## src/rtl/mem_store_pkg.sv

```systemverilog
// Shared state encodings and width helper for the linear-memory store/read paths.
package mem_store_pkg;

   typedef enum logic [1:0] {
      ST_IDLE  = 2'd0,
      ST_WRITE = 2'd1,
      ST_DONE  = 2'd2,
      ST_FAULT = 2'd3
   } state_t;

   // Data bus width for a request carrying up to 2**extra bytes.
   function automatic int data_w(input int extra);
      return (2 ** extra) * 8;
   endfunction

endpackage

```

## src/rtl/mem_store.sv

```systemverilog
// Byte-serial little-endian store engine feeding a byte-wide RAM write port.
// Define MEM_STORE_BOUNDS_EN to enable the lower/upper bounds fault check.
module mem_store
   import mem_store_pkg::*;
#(
   parameter int AW    = 6,
   parameter int EXTRA = 4
) (
   input  logic                       clk,
   input  logic                       reset,
   input  logic                       req_valid,
   output logic                       req_ready,
   input  logic [AW:0]                req_addr,
   input  logic [EXTRA-1:0]           req_extra,
   input  logic [data_w(EXTRA)-1:0]   req_data,
   input  logic [AW:0]                lower_bound,
   input  logic [AW:0]                upper_bound,
   output logic                       ram_we,
   output logic [AW:0]                ram_addr,
   output logic [7:0]                 ram_wdata,
   output logic                       done,
   output logic                       error
);

   localparam int NB = 2 ** EXTRA;
   typedef logic [NB-1:0][7:0] bytes_t;

   state_t           state, state_nxt;
   logic [EXTRA-1:0] cnt, cnt_nxt, extra_q;
   logic [AW:0]      addr_q, base, addr_d;
   bytes_t           data_q, src;
   logic             accept, fault;
   logic             ready_d, we_d, done_d, error_d;
   logic [7:0]       wdata_d;

   assign accept = req_valid && (state == ST_IDLE);

`ifdef MEM_STORE_BOUNDS_EN
   logic [AW+1:0] end_addr;
   assign end_addr = {1'b0, req_addr} + (AW+2)'(req_extra);
   // A carry out of AW+1 bits is always a fault, so the low bits suffice for the upper compare.
   assign fault = (req_addr < lower_bound) || end_addr[AW+1] || (end_addr[AW:0] > upper_bound);
`else
   logic unused_bounds;
   assign unused_bounds = ^{lower_bound, upper_bound};
   assign fault = 1'b0;
`endif

   always_ff @(posedge clk or posedge reset) begin
      if (reset) state <= ST_IDLE;
      else       state <= state_nxt;
   end

   always_comb begin
      state_nxt = state;
      case (state)
         ST_IDLE:  if (accept) state_nxt = fault ? ST_FAULT : ST_WRITE;
         ST_WRITE: if (cnt == extra_q) state_nxt = ST_DONE;
         ST_DONE:  state_nxt = ST_IDLE;
         ST_FAULT: state_nxt = ST_IDLE;
         default:  state_nxt = ST_IDLE;
      endcase
   end

   // Outputs are computed for the upcoming cycle and registered, so the first
   // byte is taken straight from the request inputs on acceptance.
   always_comb begin
      base    = (state == ST_IDLE) ? req_addr : addr_q;
      src     = (state == ST_IDLE) ? bytes_t'(req_data) : data_q;
      cnt_nxt = (state == ST_WRITE && state_nxt == ST_WRITE) ? cnt + EXTRA'(1) : '0;
      ready_d = (state_nxt == ST_IDLE);
      we_d    = (state_nxt == ST_WRITE);
      done_d  = (state_nxt == ST_DONE);
      error_d = (state_nxt == ST_FAULT);
      addr_d  = we_d ? base + (AW+1)'(cnt_nxt) : '0;
      wdata_d = we_d ? src[cnt_nxt] : '0;
   end

   always_ff @(posedge clk or posedge reset) begin
      if (reset) begin
         cnt       <= '0;
         extra_q   <= '0;
         addr_q    <= '0;
         data_q    <= '0;
         req_ready <= 1'b1;
         ram_we    <= 1'b0;
         ram_addr  <= '0;
         ram_wdata <= '0;
         done      <= 1'b0;
         error     <= 1'b0;
      end else begin
         if (accept) begin
            addr_q  <= req_addr;
            extra_q <= req_extra;
            data_q  <= req_data;
         end
         cnt       <= cnt_nxt;
         req_ready <= ready_d;
         ram_we    <= we_d;
         ram_addr  <= addr_d;
         ram_wdata <= wdata_d;
         done      <= done_d;
         error     <= error_d;
      end
   end

endmodule

```

## config.mk

```make
export PLATFORM = sky130hd
export DESIGN_NAME = mem_store
export DESIGN_NICKNAME = d
export VERILOG_FILES = /design/src/rtl/mem_store_pkg.sv /design/src/rtl/mem_store.sv
export SDC_FILE = /design/constraint.sdc
export NUM_CORES = 1
export LEC_CHECK = 0
export BUFFER_PORTS_ARGS = -buffer_cell sky130_fd_sc_hd__buf_2
export CORE_ASPECT_RATIO = 0.5
export CORE_MARGIN = 2
export CORE_UTILIZATION = 35
export CTS_CLUSTER_SIZE = 28
export DETAILED_ROUTE_END_ITERATION = 16
export GPL_TIMING_DRIVEN = 0
export PLACE_DENSITY = 0.63
export SYNTH_ARGS = -nofsm -noshare
export SYNTH_HDL_FRONTEND = slang
export SYNTH_SLANG_ARGS = --single-unit
```

## constraint.sdc

```tcl
create_clock -name clk -period 6.65 [get_ports clk]
set_input_delay 0.665 -clock clk [delete_from_list [all_inputs] [get_ports clk]]
set_output_delay 0.665 -clock clk [all_outputs]
set_load 0.03 [all_outputs]
```

# Word-level counts from Yosys, hierarchy flattened

Index checks and enable logic that the tools add are counted.

Multiplexer cells: 10
Add/sub/neg operators: 2
Magnitude comparators: 1
Eq/ne operators: 7
Reduce and logical (&&, ||, !) cells: 5

Operators by type and width:

| operator                                                   | number |
|---|---|
| two-way mux 128 bit                                        | 1 |
| binary-select mux 8 bit (select 4 bit)                     | 1 |
| two-way mux 8 bit                                          | 2 |
| two-way mux 7 bit                                          | 2 |
| equality test 2 bit, second input constant                 | 4 |
| adder 7 x 4 -> 7 bit                                       | 1 |
| one-hot mux 2 bit (3 select lines)                         | 1 |
| less-than comparator 4 x 5 -> 1 bit, second input constant | 1 |
| adder 4 x 1 -> 4 bit, second input constant                | 1 |
| equality test 2 x 1 -> 1 bit, second input constant        | 2 |
| equality test 4 bit                                        | 1 |
| zero test 2 bit                                            | 2 |
| two-way mux 2 bit                                          | 2 |
| two-way mux 4 bit                                          | 1 |
| logical AND 1 bit                                          | 2 |
| OR reduction 2 bit                                         | 1 |

Output and inout port bits: 19
Input bits: 156
Logic and storage cells: 51
Register bits: 164

# Longest topological paths before layout

Gate-level depths: netlist of run 1.

Word-level depth: 10
Gate-level depth with buffers: 14

# Worst setup path after synthesis of run 1

OpenSTA, ideal clock, no wires.

Path type: flip-flop to flip-flop
From: register state[1]
To: register ram_addr[6]
Setup slack: 3.648 ns
Stages on the path, launching flop included: 15
Data arrival time: 2.869 ns
Cell sequence: dfrtp_1 clkbuf_1 nor2_1 buf_2 buf_1 clkbuf_1 nand2_1 nand2_1 ha_1 fa_1 nand2_1 or4_1 a32oi_1 xor2_1 nor2_1

Cells in the longest elaborated chain, start to end: 9
Elaborated cells between the ends (all ways): 15
Classes of those cells: 1 x add/sub; 4 x eq/ne; 6 x mux; 4 x reduce/logical

Ends and longest elaborated chain:

| element                            | RTL line                                          | source |
|---|---|---|
| start: declaration                 | mem_store.sv:28                                   | `state_t state, state_nxt;` |
| start signal: assignment           | mem_store.sv:51                                   | `else state <= state_nxt;` |
| zero test 2 bit                    | mem_store.sv:36, mem_store.sv:56, mem_store.sv:68 |  |
| logical AND 1 bit                  | mem_store.sv:36                                   | `assign accept = req_valid && (state == ST_IDLE);` |
| two-way mux 2 bit                  | mem_store.sv:57                                   | `ST_IDLE: if (accept) state_nxt = fault ? ST_FAULT : ST_WRITE;` |
| one-hot mux 2 bit (3 select lines) | mem_store.sv:56                                   | `case (state)` |
| equality test 2 x 1 -> 1 bit       | mem_store.sv:70, mem_store.sv:72                  |  |
| logical AND 1 bit                  | mem_store.sv:70                                   | `cnt_nxt = (state == ST_WRITE && state_nxt == ST_WRITE) ? cnt + EXTRA'(1) : '0;` |
| two-way mux 4 bit                  | mem_store.sv:70                                   |  |
| adder 7 x 4 -> 7 bit               | mem_store.sv:75                                   | `addr_d = we_d ? base + (AW+1)'(cnt_nxt) : '0;` |
| two-way mux 7 bit *                | mem_store.sv:75                                   |  |
| via addr_d[6]                      | mem_store.sv:30                                   | `logic [AW:0] addr_q, base, addr_d;` |
| end signal: assignment             | mem_store.sv:100                                  | `ram_addr <= addr_d;` |
| end: declaration                   | mem_store.sv:19                                   | `output logic [AW:0] ram_addr,` |

Mark *: on every way through the listed nets, which the timed path passes. The rest lies on a longest branch.
A chain may end at the register's enable or synchronous reset.

# Worst setup path after layout of run 1

From: register state[0]
To: register ram_addr[6]

Same word-level chain as after synthesis.

==> results by stage, run 1 <==
STA:
- Final hold analysis gives a worst-case slack of 0.352 ns.
- Setup slack on the critical path of the routed design comes to 2.50 ns.
- The number of pins with negative max-slew slack in the final report is 0.
- The count of final hold-check violations was 0.
- Between clock sinks in the finished design, the worst skew comes to 0.0106 ns.
- The final count of negative-setup-slack endpoints is 0.
- The maximum clock rate is 241 MHz.
- The minimum clock period after layout is 4.15 ns.
- The normalized max-slew margin is 0.189.
- Adding up every negative setup slack in the final design gives 0 ns.
- Setup repair after global routing left no endpoint under its margin.
- For the pin with the worst max-slew slack, the measured transition is 1.20 ns.
- The post-route fraction of the period consumed by the critical path is 0.624.

Place:
- Routability-driven placement finished with a final weighted congestion of 0.882.
- The instance area after placement is 9260 um^2.
- After legalization and detailed placement, the total HPWL measured 18200 um.
- The pre-CTS setup slack is 2.59 ns.
- In this run the tool buffered the top-level ports with between 150 and 200 buffer cells.
- Counting tap cells, the placed design contains a total of 1138 instances.

Global route:
- The number of global-route vias before repair came to 6316.
- The leftover overflow at the end of global routing is 0.
- The first global-routing pass estimated about 37000 um of wire.
- Across every metal layer, demand over resource in global routing totals 0.210.
- Entering global routing, the biggest net connects 95 pins.
- The initial antenna violation count is 4.

Yosys:
- sky130_fd_sc_hd__dfrtp_1 takes more of the synthesized area than any other cell.
- The number of warnings issued by yosys is 0.
- The synthesized instance count is 670.
- The post-synthesis net count is 832.
- The sequential-to-total area share from yosys stat is 0.510.
- In the post-synthesis netlist, the biggest area contributors are sky130_fd_sc_hd__dfrtp_1 (51%), sky130_fd_sc_hd__mux2_2 (20%), sky130_fd_sc_hd__mux2i_1 (3.6%).
- In the synthesized netlist the dominant register cell turns out to be sky130_fd_sc_hd__dfrtp_1.
- The number of enable flip-flop cells after synthesis is 0.
- The average instance area after synthesis is 12.0 um^2.
- The synthesized netlist occupies a cell area of 8040 um^2.
- The area share of the largest cell type after synthesis is 0.507.
- The synthesis-stage register bit count is roughly 160.
- For this run, asynchronously set or reset flops after synthesis account for 1.00.
- The unique cell type count in the Yosys netlist is 70.

Routing:
- The first detailed-routing pass took 5 iterations.
- The total vias in the final route is approximately 6200.
- After the first detailed-routing iteration, the DRC count stood at 387.
- The routed wirelength normalized by instance count is 21.1 um.
- The count of nets left with antenna violations after detail routing is 0.
- Summed over all layers, the routed wires come to 24600 um.
- The detail-routed via count per cell is 5.28.
- After detailed routing, the number of remaining DRC violations is 0.

Layout:
- The multi-input logic area is between 3000 and 4000 um^2.
- Counting the fill cells in the layout gives 2180.
- The total area of sequential cells is 4110 um^2.
- The fraction of final layout cells with drive strength greater than 1 is 0.418.
- The total non-filler cell area in the finished layout is 9800 um^2.
- The area added between synthesis and finish is 21.9%.
- At the end of the flow, the number of nets in the layout was 1012.
- The final cell count without fillers is 1170.
- The share of the core filled with cells is 0.432.

Die:
- The floorplan has 39 rows.
- The floorplan die width is about 220 um.
- The vertical extent of the die is 111 um.
- The number of primary I/O pins is between 150 and 200.
- The initial core utilization is 0.354.
- In this run the standard cell core region covers between 20000 and 25000 um^2.
- The die area is 24300 um^2.

Power and ir drop:
- The power density normalized to cell area is 569 nW/um^2.
- The worst-case IR drop observed on VDD is 0.249 mV.
- Total power for the finished layout comes to 5.57 mW.
- Summed over all cells, the static leakage comes to 4.37 nW.

Clocking:
- For the worst-skew pair, the clock arrives at the later sink with an insertion delay of around 0.44 ns.
- The total number of clock tree sinks is 164.
- The TritonCTS clock tree is done.
- The clock passes through at most 2 buffers.
- The CTS buffer count is 17.
- The clock root buffer is sky130_fd_sc_hd__clkbuf_16.
- The number of hold buffers added after CTS was 0.
- After clock tree synthesis, the clock-pin slew on the worst setup and hold paths is 0.07 ns.
- The number of setup buffers added after CTS is 0.
- The post-cts resize count is 0.
- The H-tree depth reported by CTS is 4.

Min path:
- The class of the most critical hold timing path is in -> async.

Job:
- The number of max-cap violations is 0.

Worst setup path:
- Data arrives at the worst endpoint at 4.45 ns.
- The required time of the critical path is between 6 and 7 ns.
- STA classifies the critical path startpoint as a register.
- The critical path capture point type is a register.
- Of all nets on the critical path, the largest fanout is 10.
- The critical path is of the reg -> reg type.

Outcome:
- The flow ran to the end, and the final reports show no timing, DRC or antenna violations.
[cell usage in the layout, fill, tap and decap left out, drive strengths merged, types with 6 or more instances in the layout]
cell / netlist / routed
buf: 20 / 181
dfrtp: 163 / 163
mux2: 144 / 144
nand2: 63 / 63
clkbuf: 24 / 46
o21ai: 30 / 30
mux2i: 29 / 29
a21oi: 22 / 22
nor2: 22 / 22
nand3: 21 / 21
nor3: 10 / 10
inv: 10 / 10
xor2: 9 / 9
o221ai: 7 / 7
and2: 6 / 6
clkinv: 0 / 6
[report_power, final]
part / leakage (nW) / internal (mW) / switching (mW)
clock network: 0.260 / 0.521 / 0.413
logic: 2.15 / 1.20 / 1.64
registers: 1.96 / 1.52 / 0.281
[cell families after synthesis]
kind of cell,count (synthesis),share of synthesized area
DFF,164,0.510
buffers and inverters,54,0.0303
xor gates and xnor gates,13,0.0193
and+or+nand+nor,153,0.0926
adders and majority gates,6,0.0103
other,1,0.000466
AOI/OAI and AO/OA,105,0.0961
muxes,174,0.241
[layout make-up]
class | instances | area share
Sequential cell | 164 | 0.419
Clock inverter | 9 | 0.00842
Multi-Input combinational cell | 452 | 0.377
Clock buffer | 22 | 0.0463
Buffer | 44 | 0.0211
Antenna cell | 1 | 0.000255
Tap cell | 307 | 0.0392
Inverter | 10 | 0.00460
Timing Repair Buffer | 161 | 0.0845
[sequential cells by signal, summed over array words and instances (netlist names)]
register,cells
data_q,128
ram_wdata,8
addr_q,7
ram_addr,7
cnt,4
extra_q,4
state,2
done,1
error,1
ram_we,1
req_ready,1
[Yosys cell counts, types with 4 or more instances]
master / n
sky130_fd_sc_hd__dfrtp_1: 163
sky130_fd_sc_hd__nand3_1: 20
sky130_fd_sc_hd__mux2_2: 144
sky130_fd_sc_hd__and2_1: 6
sky130_fd_sc_hd__inv_1: 9
sky130_fd_sc_hd__o21ai_0: 26
sky130_fd_sc_hd__nand2_1: 63
sky130_fd_sc_hd__a31oi_1: 4
sky130_fd_sc_hd__buf_2: 6
sky130_fd_sc_hd__clkbuf_1: 24
sky130_fd_sc_hd__xor2_1: 5
sky130_fd_sc_hd__a21oi_1: 22
sky130_fd_sc_hd__o2111ai_1: 4
sky130_fd_sc_hd__o221ai_1: 7
sky130_fd_sc_hd__xnor2_1: 4
sky130_fd_sc_hd__nor2_1: 21
sky130_fd_sc_hd__nor2b_1: 5
sky130_fd_sc_hd__ha_1: 5
sky130_fd_sc_hd__a221oi_1: 4
sky130_fd_sc_hd__nor3_1: 10
sky130_fd_sc_hd__nor3b_1: 5
sky130_fd_sc_hd__o21ai_1: 4
sky130_fd_sc_hd__mux2i_1: 29
sky130_fd_sc_hd__buf_6: 4
sky130_fd_sc_hd__buf_1: 9
sky130_fd_sc_hd__and3_1: 4
[routing by layer]
layer  up-vias  GRT usage  share of wire
met4         2     0.0739          0.024
met3        36     0.0508          0.062
met5         -          0        0.00053
met2       209      0.320           0.46
li1       2788          -              -
met1      3144      0.290           0.45
[critical path, cell delays in order, from the launching register on]
cell and delay [ns]:
sky130_fd_sc_hd__dfrtp_1 0.40, sky130_fd_sc_hd__clkbuf_1 0.29, sky130_fd_sc_hd__nor2_1 0.19, sky130_fd_sc_hd__buf_2 0.29
sky130_fd_sc_hd__buf_1 0.52, sky130_fd_sc_hd__clkbuf_1 0.49, sky130_fd_sc_hd__nand2_1 0.11, sky130_fd_sc_hd__nand2_1 0.11
sky130_fd_sc_hd__ha_1 0.21, sky130_fd_sc_hd__fa_1 0.26, sky130_fd_sc_hd__nand2_1 0.06, sky130_fd_sc_hd__or4_1 0.45
sky130_fd_sc_hd__a32oi_1 0.38, sky130_fd_sc_hd__xor2_1 0.18, sky130_fd_sc_hd__nor2_1 0.05
[final timing paths]
kind	from	end	slack, ns	cells past startpoint
max in group asynchronous	reset	data_q[6]$_DFFE_PP0P_	5.49	3
setup reg to reg	state[0]$_DFF_PP0_	ram_addr[6]$_DFF_PP0_	2.50	14
min in group clk	req_valid	req_ready$_DFF_PP1_	0.42	2
hold / removal	reset	done$_DFF_PP0_	0.35	2
setup / recovery	state[0]$_DFF_PP0_	ram_addr[6]$_DFF_PP0_	2.50	14
hold reg to reg	addr_q[2]$_DFFE_PP0P_	addr_q[2]$_DFFE_PP0P_	0.50	1
No activity file was read; power rests on OpenSTA's default activity.
==> run 2: changes to the inputs <==
--- a/config.mk
+++ b/config.mk
@@ -12,7 +12,7 @@
 export CTS_CLUSTER_SIZE = 28
 export DETAILED_ROUTE_END_ITERATION = 16
 export GPL_TIMING_DRIVEN = 0
-export PLACE_DENSITY = 0.63
+export PLACE_DENSITY = 0.66
 export SYNTH_ARGS = -nofsm -noshare
 export SYNTH_HDL_FRONTEND = slang
 export SYNTH_SLANG_ARGS = --single-unit
==> constraint.sdc (replaced) <==
create_clock -name clk -period 3.7 [get_ports clk]
set_input_delay 0.37 -clock clk [delete_from_list [all_inputs] [get_ports clk]]
set_output_delay 0.37 -clock clk [all_outputs]
set_load 0.03 [all_outputs]
==> results by stage, run 2 (synthesized netlist as in run 1, its figures left out) <==
Outcome:
- The run finished with clean final reports.

Power and ir drop:
- The power density normalized to cell area is 1020 nW/um^2 (+80%).
- The total leakage power is 4.40 nW (+0.70%).
- The worst IR drop on VDD was 0.414 mV (+67%).

Routing:
- The detail-routed via count per cell is 5.34 (+1.1%).
- The total vias in the final route was 6278 (+1.6%).
- The count of nets left with antenna violations after detail routing is 0 (unchanged).
- The routed wirelength normalized by instance count was 20.8 um (-1.3%).
- The total iterations of the first detailed-routing run is 6 (+1).
- The residual DRC count is 0 (unchanged).
- The detailed router's first-iteration violation count is 492 (+27%).
- The total wire length after detailed routing is 24500 um (-0.77%).

Global route:
- The global-route usage over all layers is 0.208 (-0.00171).
- The leftover overflow at the end of global routing came to 0 (unchanged).
- The first-pass GRT wire length is 37400 um (-0.17%).
- The largest net degree at the start of global routing is 42 (-56%).
- The number of global-route vias before repair came to 6529 (+3.4%).
- The initial antenna violation count is 5 (+1).

STA:
- The slack of the critical path was 0.292 ns (-2.21 ns).
- The slew at the pin closest to its max-slew limit was 1.17 ns (-0.0363 ns).
- The count of final hold-check violations is 0 (unchanged).
- The final worst clock skew is 0.00746 ns (-0.00309 ns).
- The final count of negative-setup-slack endpoints was 0 (unchanged).
- The final setup TNS came to 0 ns (unchanged).
- The number of pins with negative max-slew slack in the final report is 0 (unchanged).
- The maximum clock rate is 293 MHz (+22%).
- The normalized max-slew margin came to 0.214 (+0.0244).
- Setup repair after global routing left no endpoint under its margin.
- The minimum clock period after layout is 3.41 ns (-0.743 ns).
- The post-route fraction of the period consumed by the critical path is 0.921 (+0.297).
- The minimum hold slack is 0.0543 ns (-0.297 ns).

Die:
- The number of primary I/O pins is 175 (unchanged).
- The floorplan core area was 22700 um^2 (unchanged).
- The initial core utilization is 0.354 (unchanged).
- The floorplan die width is 218 um (unchanged).
- The row count was 39 (unchanged).
- The vertical extent of the die is 111 um (unchanged).
- The die area is 24300 um^2 (unchanged).

Layout:
- The total of fill cells in the finished design was 2161 (-0.87%).
- The multi-input logic area is 3690 um^2 (unchanged).
- In the final layout, the registers with the most flip-flops are data_q x128, ram_wdata x8.
- The number of nets in the finished design is 1015 (+0.30%).
- The total area of sequential cells is 4110 um^2 (unchanged).
- The area added between synthesis and finish is 23.0%.
- The share of the core filled with cells is 0.436 (+0.00397).
- The number of flip-flops under the largest register name came to 128 (unchanged).
- Leaving out fill and tap cells, the most frequent cells in the layout are sky130_fd_sc_hd__buf_2 (167), sky130_fd_sc_hd__dfrtp_1 (163), sky130_fd_sc_hd__mux2_2 (144).
- The fraction of final layout cells with drive strength greater than 1 is 0.429 (+0.0113).
- Counting flops per register, the top entry is data_q.
- The most common cell after layout, fill and taps aside is sky130_fd_sc_hd__buf_2.

Worst setup path:
- In this run the critical register-to-register path is captured at ram_addr[5]$_DFF_PP0_.
- The category of the critical setup timing path is reg -> reg.
- The type of element launching the critical path is a register.
- The maximum fanout along the worst path is 10 (unchanged).
- The slack of the worst reg-to-reg path is 0.29 ns (-2.21 ns).
- The number of cells on the worst reg-to-reg path is 11 (-3).
- The signal arrival time at the worst endpoint is 3.70 ns (-0.75 ns).
- The critical register-to-register path startpoint is cnt[3]$_DFF_PP0_.
- The required time of the critical path is 3.99 ns (-2.96 ns).
- STA classifies the critical path endpoint as a register.

Job:
- The number of max-cap violations came to 0 (unchanged).

Clocking:
- The CTS buffer count is 17 (unchanged).
- The H-tree depth reported by CTS is 4 (unchanged).
- The clock slew at the register clock pins of the worst setup and hold paths is 0.06 ns (about the same).
- CTS placed an instance of sky130_fd_sc_hd__clkbuf_16 at the clock tree root.
- The insertion delay of the later-clocked pin in the worst-skew pair is 0.44 ns (about the same).
- The TritonCTS clock tree is done.
- The total number of clock tree sinks is 164 (unchanged).
- The worst-case clock buffer depth is 2 (unchanged).

Place:
- The final weighted congestion in routability-driven placement is 0.909 (+3.1%).
- The placed wire-length estimate after detailed placement came to 18400 um (+0.87%).
- The pre-CTS setup slack is -0.244 ns (-2.83 ns).
- The count of input and output buffers is 160 (unchanged).

Min path:
- The class of the most critical hold timing path is in -> async.
## run 2: power breakdown
group | internal (mW) | leakage [nW] | switching (mW)
clock | 0.955 | 0.259 | 0.753
sequential | 2.72 | 1.96 | 0.506
combinational | 2.19 | 2.19 | 3.01
total | 5.87 | 4.40 | 4.27
## run 2: timing repair
action                     CTS  global route
cloned                       0             0
resized for setup            2             0
setup buffers                0             2
hold buffers                 0             0
pin swaps                    0             1
setup endpoints to repair    3             2
## run 2: cell type report
type                            instances  share of cell area
Clock inverter                         12              0.0109
Buffer                                 42              0.0204
Timing Repair Buffer                  166              0.0906
Multi-Input combinational cell        452               0.373
Tap cell                              307              0.0388
Antenna cell                            4             0.00101
Inverter                               10             0.00417
Clock buffer                           19              0.0458
Sequential cell                       164               0.415
## run 2: how the worst max path moves through the flow
| stage | start | endpoint |
|---|---|---|
| detailed placement | state[1]$_DFF_PP0_ | ram_addr[6]$_DFF_PP0_ |
| finish | cnt[3]$_DFF_PP0_ | ram_addr[5]$_DFF_PP0_ |
| global placement | state[1]$_DFF_PP0_ | ram_addr[6]$_DFF_PP0_ |
| CTS | cnt[2]$_DFF_PP0_ | ram_addr[6]$_DFF_PP0_ |
| global route | state[1]$_DFF_PP0_ | ram_addr[6]$_DFF_PP0_ |
| floorplan | state[1]$_DFF_PP0_ | ram_addr[6]$_DFF_PP0_ |
## run 2: metrics by stage
stage | total power, mW | cell area (um^2) | std cells
global placement | 8.19 | 9230 | 1137
global route | 10.8 | 9880 | 1172
floorplan | 6.79 | 8050 | 670
finish | 10.1 | 9890 | 1176
detailed placement | 8.35 | 9310 | 1141
CTS | 10.1 | 9870 | 1171
## run 2: metal layers
layer	global-route usage	wire (um)
met2	0.336	11900
met1	0.265	10200
met3	0.0626	1770
met4	0.0712	550
met5	0	26
## run 2: worst max-delay path, cell delays in order, from the launching register on
cell	delay (ns)
sky130_fd_sc_hd__dfrtp_1	0.48
sky130_fd_sc_hd__xor2_4	0.23
sky130_fd_sc_hd__o41ai_4	0.65
sky130_fd_sc_hd__clkbuf_1	0.52
sky130_fd_sc_hd__inv_1	0.18
sky130_fd_sc_hd__ha_1	0.32
sky130_fd_sc_hd__a21o_1	0.20
sky130_fd_sc_hd__a21oi_1	0.23
sky130_fd_sc_hd__nor2b_1	0.07
sky130_fd_sc_hd__o21ai_0	0.19
sky130_fd_sc_hd__xnor2_1	0.14
sky130_fd_sc_hd__nor2_1	0.06
